### config.mk
export PLATFORM = sky130hd
export DESIGN_NAME = rvv_issue_scoreboard_flat
export DESIGN_NICKNAME = d
export VERILOG_FILES = /design/src/rtl/rv32i_types_pkg.sv /design/src/rtl/rvv_sb_pkg.sv /design/src/rtl/rvv_issue_scoreboard_if.sv /design/src/rtl/vreg_pending_counter.sv /design/src/rtl/rvv_issue_scoreboard.sv /design/src/flat_wrapper.sv
export SDC_FILE = /design/constraint.sdc
export NUM_CORES = 1
export LEC_CHECK = 0
export BUFFER_PORTS_ARGS = -buffer_cell sky130_fd_sc_hd__buf_2
export CAP_MARGIN = 15
export CORE_MARGIN = 2
export CORE_UTILIZATION = 30
export CTS_BUF_LIST = sky130_fd_sc_hd__clkbuf_8 sky130_fd_sc_hd__clkbuf_16
export CTS_CLUSTER_SIZE = 30
export DETAILED_ROUTE_END_ITERATION = 10
export HOLD_SLACK_MARGIN = 0.1
export PLACE_DENSITY_LB_ADDON = 0.05
export SYNTH_ARGS = -nofsm -noshare
export SYNTH_HDL_FRONTEND = slang
export SYNTH_SLANG_ARGS = --single-unit
### constraint.sdc
create_clock -name CLK -period 2.93 [get_ports CLK]
set_input_delay 0.586 -clock CLK [delete_from_list [all_inputs] [get_ports CLK]]
set_output_delay 0.586 -clock CLK [all_outputs]
set_load 0.005 [all_outputs]
### src/rtl/rv32i_types_pkg.sv
// Shared scalar/vector core types.
// regsel_t : architectural register index (32 registers).
package rv32i_types_pkg;

    localparam int unsigned REGSEL_W = 5;

    typedef logic [REGSEL_W-1:0] regsel_t;

endpackage

### src/rtl/rvv_sb_pkg.sv
// Types and helpers for the vector issue scoreboard.
// sb_state_t : issue controller state (RUN, DRAIN, CFG).
// sb_cnt_w   : counter width able to hold 0..max_val.
// SB_V0_IDX  : index of the mask register v0.
package rvv_sb_pkg;

    import rv32i_types_pkg::*;

    typedef enum logic [1:0] {
        SB_RUN   = 2'd0,
        SB_DRAIN = 2'd1,
        SB_CFG   = 2'd2
    } sb_state_t;

    // Width of a counter that must represent every value in 0..max_val.
    function automatic int unsigned sb_cnt_w(input int unsigned max_val);
        return (max_val == 0) ? 1 : $clog2(max_val + 1);
    endfunction

    localparam int unsigned SB_DEF_MAX_INFLIGHT = 4;
    localparam int unsigned SB_CNT_W            = sb_cnt_w(SB_DEF_MAX_INFLIGHT);

    localparam regsel_t SB_V0_IDX = '0;

endpackage

### src/rtl/rvv_issue_scoreboard_if.sv
// Queue-head / execute / writeback / hazard-unit bundle of the vector issue scoreboard.
// master : queue, execute and writeback side (drives the head and completion events).
// slave  : the scoreboard (drives issue_valid, stall_queue, vbusy, inflight, sb_error).
interface rvv_issue_scoreboard_if #(
    parameter int unsigned MAX_INFLIGHT = 4
);
    localparam int unsigned CNT_W = rvv_sb_pkg::sb_cnt_w(MAX_INFLIGHT);

    logic                     q_valid;
    rv32i_types_pkg::regsel_t q_vs1;
    rv32i_types_pkg::regsel_t q_vs2;
    rv32i_types_pkg::regsel_t q_vd;
    logic                     q_vs1_used;
    logic                     q_vs2_used;
    logic                     q_vregwen;
    logic                     q_mask_en;
    logic                     q_vsetvl;
    logic                     ex_ready;
    logic                     wb_valid;
    rv32i_types_pkg::regsel_t wb_vd;
    logic                     cfg_done;
    logic                     flush;

    logic                     issue_valid;
    logic                     stall_queue;
    logic                     vbusy;
    logic [CNT_W-1:0]         inflight;
    logic                     sb_error;

    modport master (
        output q_valid, q_vs1, q_vs2, q_vd, q_vs1_used, q_vs2_used,
               q_vregwen, q_mask_en, q_vsetvl, ex_ready, wb_valid, wb_vd,
               cfg_done, flush,
        input  issue_valid, stall_queue, vbusy, inflight, sb_error
    );

    modport slave (
        input  q_valid, q_vs1, q_vs2, q_vd, q_vs1_used, q_vs2_used,
               q_vregwen, q_mask_en, q_vsetvl, ex_ready, wb_valid, wb_vd,
               cfg_done, flush,
        output issue_valid, stall_queue, vbusy, inflight, sb_error
    );

endinterface

### src/rtl/vreg_pending_counter.sv
// Per-register outstanding-write counter, saturating at MAX_COUNT.
// CLK, nRST : clock, asynchronous active-low reset
// inc       : an op writing this register issues
// dec       : a writeback to this register completes
// is_zero   : registered, counter is 0
// underflow : decrement requested with the counter already at 0 (no matching issue)
module vreg_pending_counter
    import rvv_sb_pkg::*;
#(
    parameter int unsigned MAX_COUNT = 4
) (
    input  logic CLK,
    input  logic nRST,
    input  logic inc,
    input  logic dec,
    output logic is_zero,
    output logic underflow
);
    localparam int unsigned CNT_W = sb_cnt_w(MAX_COUNT);

    logic [CNT_W-1:0] count_q;

    // A same-cycle inc/dec pair cancels, so it can never underflow.
    assign underflow = dec && !inc && is_zero;

    // Counter with zero flag kept alongside so hazard checks see a flop.
    always_ff @(posedge CLK or negedge nRST) begin
        if (!nRST) begin
            count_q <= '0;
            is_zero <= 1'b1;
        end else if (inc && !dec && (count_q != CNT_W'(MAX_COUNT))) begin
            count_q <= count_q + CNT_W'(1);
            is_zero <= 1'b0;
        end else if (dec && !inc && (count_q != '0)) begin
            count_q <= count_q - CNT_W'(1);
            is_zero <= (count_q == CNT_W'(1));
        end
    end

endmodule

### src/rtl/rvv_issue_scoreboard.sv
// Vector issue controller: tracks outstanding vector-register writes, holds the
// queue head on RAW/WAW hazards or a full in-flight budget, and serializes vsetvl.
// CLK, nRST : clock, asynchronous active-low reset
// sb        : slave side of rvv_issue_scoreboard_if (head, execute ready,
//             writeback, cfg_done, flush in; issue_valid, stall_queue, vbusy,
//             inflight, sb_error out)
// Build option RVV_SB_MASK_HAZARD_EN: masked ops also wait on pending v0 writes.
module rvv_issue_scoreboard
    import rv32i_types_pkg::*;
    import rvv_sb_pkg::*;
#(
    parameter int unsigned NUM_VREGS    = 32,
    parameter int unsigned MAX_INFLIGHT = 4
) (
    input  logic                 CLK,
    input  logic                 nRST,
    rvv_issue_scoreboard_if.slave sb
);
    localparam int unsigned CNT_W = sb_cnt_w(MAX_INFLIGHT);

    sb_state_t            state_q;
    sb_state_t            state_d;
    logic [CNT_W-1:0]     inflight_q;
    logic [CNT_W-1:0]     inflight_d;
    logic                 vbusy_q;
    logic                 err_q;

    logic                 issue;
    logic                 hazard;
    logic                 inc_any;
    logic                 dec_ok;
    logic                 inflight_zero;
    logic                 inflight_room;

    logic [NUM_VREGS-1:0] pend_zero;
    logic [NUM_VREGS-1:0] underflow_vec;
    logic [NUM_VREGS-1:0] inc_vec;
    logic [NUM_VREGS-1:0] dec_vec;

    assign inflight_zero = (inflight_q == '0);
    assign inflight_room = (inflight_q < CNT_W'(MAX_INFLIGHT));

    // vsetvl only touches vl/vtype, so it never owns a pending write.
    assign inc_any = issue && sb.q_vregwen && !sb.q_vsetvl;
    // A spurious writeback is dropped rather than decrementing inflight.
    assign dec_ok  = sb.wb_valid && !underflow_vec[sb.wb_vd];

    // One pending counter per architectural vector register.
    for (genvar i = 0; i < NUM_VREGS; i++) begin : g_pend
        assign inc_vec[i] = inc_any && (sb.q_vd == regsel_t'(i));
        assign dec_vec[i] = sb.wb_valid && (sb.wb_vd == regsel_t'(i));

        vreg_pending_counter #(
            .MAX_COUNT (MAX_INFLIGHT)
        ) u_cnt (
            .CLK       (CLK),
            .nRST      (nRST),
            .inc       (inc_vec[i]),
            .dec       (dec_vec[i]),
            .is_zero   (pend_zero[i]),
            .underflow (underflow_vec[i])
        );
    end

    // RAW on either source, WAW on the destination, optionally v0 for masking.
    always_comb begin
        hazard = (sb.q_vs1_used && !pend_zero[sb.q_vs1]) ||
                 (sb.q_vs2_used && !pend_zero[sb.q_vs2]) ||
                 (sb.q_vregwen  && !pend_zero[sb.q_vd]);
`ifdef RVV_SB_MASK_HAZARD_EN
        hazard = hazard || (sb.q_mask_en && !pend_zero[SB_V0_IDX]);
`endif
    end

    // Next state and issue decision.
    always_comb begin
        state_d = state_q;
        issue   = 1'b0;
        unique case (state_q)
            SB_RUN: begin
                if (sb.q_valid && !sb.flush) begin
                    if (sb.q_vsetvl) begin
                        if (inflight_zero && sb.ex_ready) begin
                            issue   = 1'b1;
                            state_d = SB_CFG;
                        end else begin
                            state_d = SB_DRAIN;
                        end
                    end else begin
                        issue = sb.ex_ready && !hazard && inflight_room;
                    end
                end
            end
            SB_DRAIN: begin
                // Flush removes the waiting vsetvl; nothing was committed yet.
                if (sb.flush) begin
                    state_d = SB_RUN;
                end else if (sb.q_valid && inflight_zero && sb.ex_ready) begin
                    issue   = 1'b1;
                    state_d = SB_CFG;
                end
            end
            SB_CFG: begin
                // Issued vsetvl is committed, so flush does not leave CFG.
                if (sb.cfg_done) begin
                    state_d = SB_RUN;
                end
            end
            default: state_d = SB_RUN;
        endcase
    end

    // Total outstanding writes; simultaneous issue and retire cancel.
    always_comb begin
        inflight_d = inflight_q;
        if (inc_any && !dec_ok) begin
            inflight_d = inflight_q + CNT_W'(1);
        end else if (!inc_any && dec_ok) begin
            inflight_d = inflight_q - CNT_W'(1);
        end
    end

    always_ff @(posedge CLK or negedge nRST) begin
        if (!nRST) begin
            state_q    <= SB_RUN;
            inflight_q <= '0;
            vbusy_q    <= 1'b0;
            err_q      <= 1'b0;
        end else begin
            state_q    <= state_d;
            inflight_q <= inflight_d;
            vbusy_q    <= (inflight_d != '0) || (state_d != SB_RUN);
            err_q      <= err_q || (|underflow_vec);
        end
    end

    assign sb.issue_valid = issue;
    assign sb.stall_queue = sb.q_valid && !issue;
    assign sb.vbusy       = vbusy_q;
    assign sb.inflight    = inflight_q;
    assign sb.sb_error    = err_q;

endmodule

### src/flat_wrapper.sv
// flat-port wrapper written by rule: the top's interface ports become plain ports
module rvv_issue_scoreboard_flat import rv32i_types_pkg::*; import rvv_sb_pkg::*;
#(
    parameter int unsigned NUM_VREGS    = 32,
    parameter int unsigned MAX_INFLIGHT = 4
)
  (CLK, nRST, sb_q_valid, sb_q_vs1, sb_q_vs2, sb_q_vd, sb_q_vs1_used, sb_q_vs2_used, sb_q_vregwen, sb_q_mask_en, sb_q_vsetvl, sb_ex_ready, sb_wb_valid, sb_wb_vd, sb_cfg_done, sb_flush, sb_issue_valid, sb_stall_queue, sb_vbusy, sb_inflight, sb_sb_error);
  rvv_issue_scoreboard_if #(.MAX_INFLIGHT(MAX_INFLIGHT)) sb_i ();
  input  logic CLK;
  input  logic nRST;
  input wire logic [$bits(sb_i.q_valid)-1:0] sb_q_valid;
  input wire logic [$bits(sb_i.q_vs1)-1:0] sb_q_vs1;
  input wire logic [$bits(sb_i.q_vs2)-1:0] sb_q_vs2;
  input wire logic [$bits(sb_i.q_vd)-1:0] sb_q_vd;
  input wire logic [$bits(sb_i.q_vs1_used)-1:0] sb_q_vs1_used;
  input wire logic [$bits(sb_i.q_vs2_used)-1:0] sb_q_vs2_used;
  input wire logic [$bits(sb_i.q_vregwen)-1:0] sb_q_vregwen;
  input wire logic [$bits(sb_i.q_mask_en)-1:0] sb_q_mask_en;
  input wire logic [$bits(sb_i.q_vsetvl)-1:0] sb_q_vsetvl;
  input wire logic [$bits(sb_i.ex_ready)-1:0] sb_ex_ready;
  input wire logic [$bits(sb_i.wb_valid)-1:0] sb_wb_valid;
  input wire logic [$bits(sb_i.wb_vd)-1:0] sb_wb_vd;
  input wire logic [$bits(sb_i.cfg_done)-1:0] sb_cfg_done;
  input wire logic [$bits(sb_i.flush)-1:0] sb_flush;
  output wire logic [$bits(sb_i.issue_valid)-1:0] sb_issue_valid;
  output wire logic [$bits(sb_i.stall_queue)-1:0] sb_stall_queue;
  output wire logic [$bits(sb_i.vbusy)-1:0] sb_vbusy;
  output wire logic [$bits(sb_i.inflight)-1:0] sb_inflight;
  output wire logic [$bits(sb_i.sb_error)-1:0] sb_sb_error;
  assign sb_i.q_valid = sb_q_valid;
  assign sb_i.q_vs1 = sb_q_vs1;
  assign sb_i.q_vs2 = sb_q_vs2;
  assign sb_i.q_vd = sb_q_vd;
  assign sb_i.q_vs1_used = sb_q_vs1_used;
  assign sb_i.q_vs2_used = sb_q_vs2_used;
  assign sb_i.q_vregwen = sb_q_vregwen;
  assign sb_i.q_mask_en = sb_q_mask_en;
  assign sb_i.q_vsetvl = sb_q_vsetvl;
  assign sb_i.ex_ready = sb_ex_ready;
  assign sb_i.wb_valid = sb_wb_valid;
  assign sb_i.wb_vd = sb_wb_vd;
  assign sb_i.cfg_done = sb_cfg_done;
  assign sb_i.flush = sb_flush;
  assign sb_issue_valid = sb_i.issue_valid;
  assign sb_stall_queue = sb_i.stall_queue;
  assign sb_vbusy = sb_i.vbusy;
  assign sb_inflight = sb_i.inflight;
  assign sb_sb_error = sb_i.sb_error;
  rvv_issue_scoreboard #(.NUM_VREGS(NUM_VREGS), .MAX_INFLIGHT(MAX_INFLIGHT)) u_core (.CLK(CLK), .nRST(nRST), .sb(sb_i));
endmodule
==> flow_summary.toml <==
[status]
status = "finished with violations"
violations = "setup timing"

[routing]
firstDrtPassIters = 6
drt-wirelength-per-cell_um = 18.9
drt-total-wl_um = 45000
drtIter0Drc = 605
drc = 0
routed_via_density = 5.22
num_vias = 12400
ant_nets = 0

[critical_path]
worstPathArrival_ns = 2.77
worstSetupEndpointType = "primary output"
worstPathRequired_ns = 2.34
cp-start-kind = "flip-flop"
worstPathMaxFanout = 5
setup.worst_path.class = "reg -> out"

[timing]
finClkSkew_ns = 0.0108
finalMaxSlewViolations = 0
period_needed_ns = 3.35
setup_viol = 115
slew_headroom_pct = 53.7
tightest_slew_ns = 0.689
setup_ws_ns = -0.423
rsz0062_at_grt = "true"
fmax_mhz = 298
tns_ns = -18.03
hold_viol = 0
fin_crit_sh_pct = 114

[global_route]
antenna_found_initial = 3
grt_pass1_vias = 12300
grt_max_degree = 82
grt-ovfl-total = 0
grt.total_usage_pct = 20.7
grt_pass1_wl_um = 69300

[clock_network]
cts-root-buf = "clkbuf_16"
cts_buffer_depth = 2
cts.reportedPaths.clkPinSlew_ns = 0.07
insertion_delay_ns = 0.49
cts_tree = "yes"
numCtsBuffers = 17
numClockSinks = 135
cts_max_level = 4

[die]
ios = 39
die_y_um = 207
dieWidth_um = 207
core-area_um2 = 40800
num_rows = 74
start_util_pct = 30.4
dieArea_um2 = 43000

[run]
cap_violations = 0

[logic_synthesis]
yosys_warnings = 0
seq_area_frac_synth_pct = 27.5
syn_area_per_cell_um2 = 8.42
ys_ff_latch = 135
synthesis.nets = 1638
yosys.area.top_type_share_pct = 20.8
postSynth.asyncResetShare_pct = 100
postSynthCellCount = 1475
synth_edf_count = 0
netlist_area_um2 = 12400
yosysUniqueCellTypes = 85
synth_area_leaders = "dfrtp_1, ha_1, dfstp_2"
synth_top_cell_by_area = "dfrtp_1"
synthFlopType = "dfrtp_1"

[power_and_ir_drop]
power_mw = 8.80
peakVddDrop_mv = 0.362
p_leak_nw = 7.64
power_density_nw_per_um2 = 478

[finish]
drive_gt1_share_pct = 40.5
mostFrequentLayoutCells = "buf_4, ha_1, nand2_1"
fin_nets = 1998
area_growth_pct = 48.2
final_util_pct = 45.1
layout_commonest_cell = "buf_4"

[min_path]
hp-class = "in -> reg"

[place]
place_ws_ns = -0.844
gp_congestion = 0.862
hpwlAfterDp_um = 33800
port_buffers = 37
## layout make-up
class,instances,area [um^2]
tap,532,666
clock buffer,20,467
timing repair buffer,372,3050
antenna,2,5.00
sequential,135,3420
fill,3954,22400
clock inverter,12,245
multi-input combinational,1217,10200
inverter,92,345
## cell families (layout without fill, tap and decap cells)
family | after synthesis | after routing | synth area share, %
compound gates | 380 | 381 | 20.6
xor+xnor | 63 | 63 | 4.50
fa+ha+maj | 131 | 131 | 13.2
buf+inv | 127 | 496 | 4.40
flops | 135 | 135 | 27.5
mux | 54 | 54 | 5.80
other cells | 0 | 2 | 0
simple gates | 585 | 588 | 24.0
## metrics by stage
stage,area [um^2],std cells,hold slack (ns)
floorplan,12900,1475,0.290
global placement,15800,2303,0.498
detailed placement,15800,2303,0.495
CTS,17400,2359,0.333
global route,18400,2380,0.392
finish,18400,2382,0.378
## where the power goes
| group | internal (mW) | switching [mW] | leakage, nW | total (mW) |
|---|---|---|---|---|
| logic | 1.56 | 1.81 | 5.64 | 3.36 |
| clock network | 1.75 | 0.974 | 0.352 | 2.72 |
| registers | 2.25 | 0.469 | 1.65 | 2.72 |
| total | 5.55 | 3.25 | 7.64 | 8.80 |
## synth_stat cells (all sizes together), types with 6 or more instances
cell type,instances
mux2i,33
clkbuf,14
o41ai,9
nor3,48
and2,6
or3,6
mux4,13
nand4b,12
dfstp,32
nand4,9
nor4b,25
o31ai,10
a31o,7
and3,13
a311oi,22
xnor2,45
a221oi,6
xor2,18
nand2b,27
o2111ai,7
dfrtp,103
nor2b,37
buf,21
a21oi,132
a22o,12
nor2,162
nand3,52
nor4,9
a211oi,13
mux2,8
a32o,21
o21ai,60
ha,131
a31oi,12
a22oi,17
inv,92
nand2,144
o22ai,16
nand3b,13
o21a,6
## metal layers
metal	part of all wire (%)	global-route usage, %	vias to the layer above
met5	0.020	0	-
met4	2.8	8.23	2
met3	3.5	3.90	56
met2	48	33.9	172
met1	46	26.8	6089
li1	-	-	6126
## path summary, 6_finish.rpt
kind	from	cells after the start	slack [ns]	end
setup / recovery	u_core.g_pend[13].u_cnt.is_zero$_DFFE_PN1P_	11	-0.42	sb_issue_valid
hold / removal	sb_cfg_done	4	0.38	u_core.state_q[1]$_DFF_PN0_
setup reg to reg	u_core.g_pend[7].u_cnt.is_zero$_DFFE_PN1P_	13	-0.42	u_core.sb.vbusy$_DFF_PN0_
hold reg to reg	u_core.g_pend[27].u_cnt.count_q[2]$_DFFE_PN0P_	1	0.50	u_core.g_pend[27].u_cnt.count_q[2]$_DFFE_PN0P_
max in group asynchronous	nRST	3	1.78	u_core.g_pend[2].u_cnt.is_zero$_DFFE_PN1P_
min in group asynchronous	nRST	3	0.64	u_core.g_pend[16].u_cnt.count_q[1]$_DFFE_PN0P_
## flip-flops by register name (all words and copies together), names as in the netlist
name	cells
u_core.g_pend.u_cnt.is_zero	32
u_core.sb.sb_error	1
u_core.state_q	2
u_core.sb.vbusy	1
u_core.g_pend.u_cnt.count_q	96
u_core.sb.inflight	3
## worst max-delay path, stage by stage (launching register included)
cell	delay [ns]
dfstp_2	0.40
buf_6	0.12
mux4_2	0.44
mux2_4	0.28
a211oi_4	0.31
nor2b_1	0.08
nand4b_1	0.12
buf_6	0.14
buf_6	0.10
and2_4	0.15
inv_2	0.03
buf_2	0.11
## repair_timing
action	CTS	global route
setup endpoints to repair	126	133
buffers inserted	19	29
cloned	4	1
resized for setup	142	195
hold buffers	1	0
pin swaps	88	115
hold endpoints to repair	42	0
(Power assumes the default switching activity.)
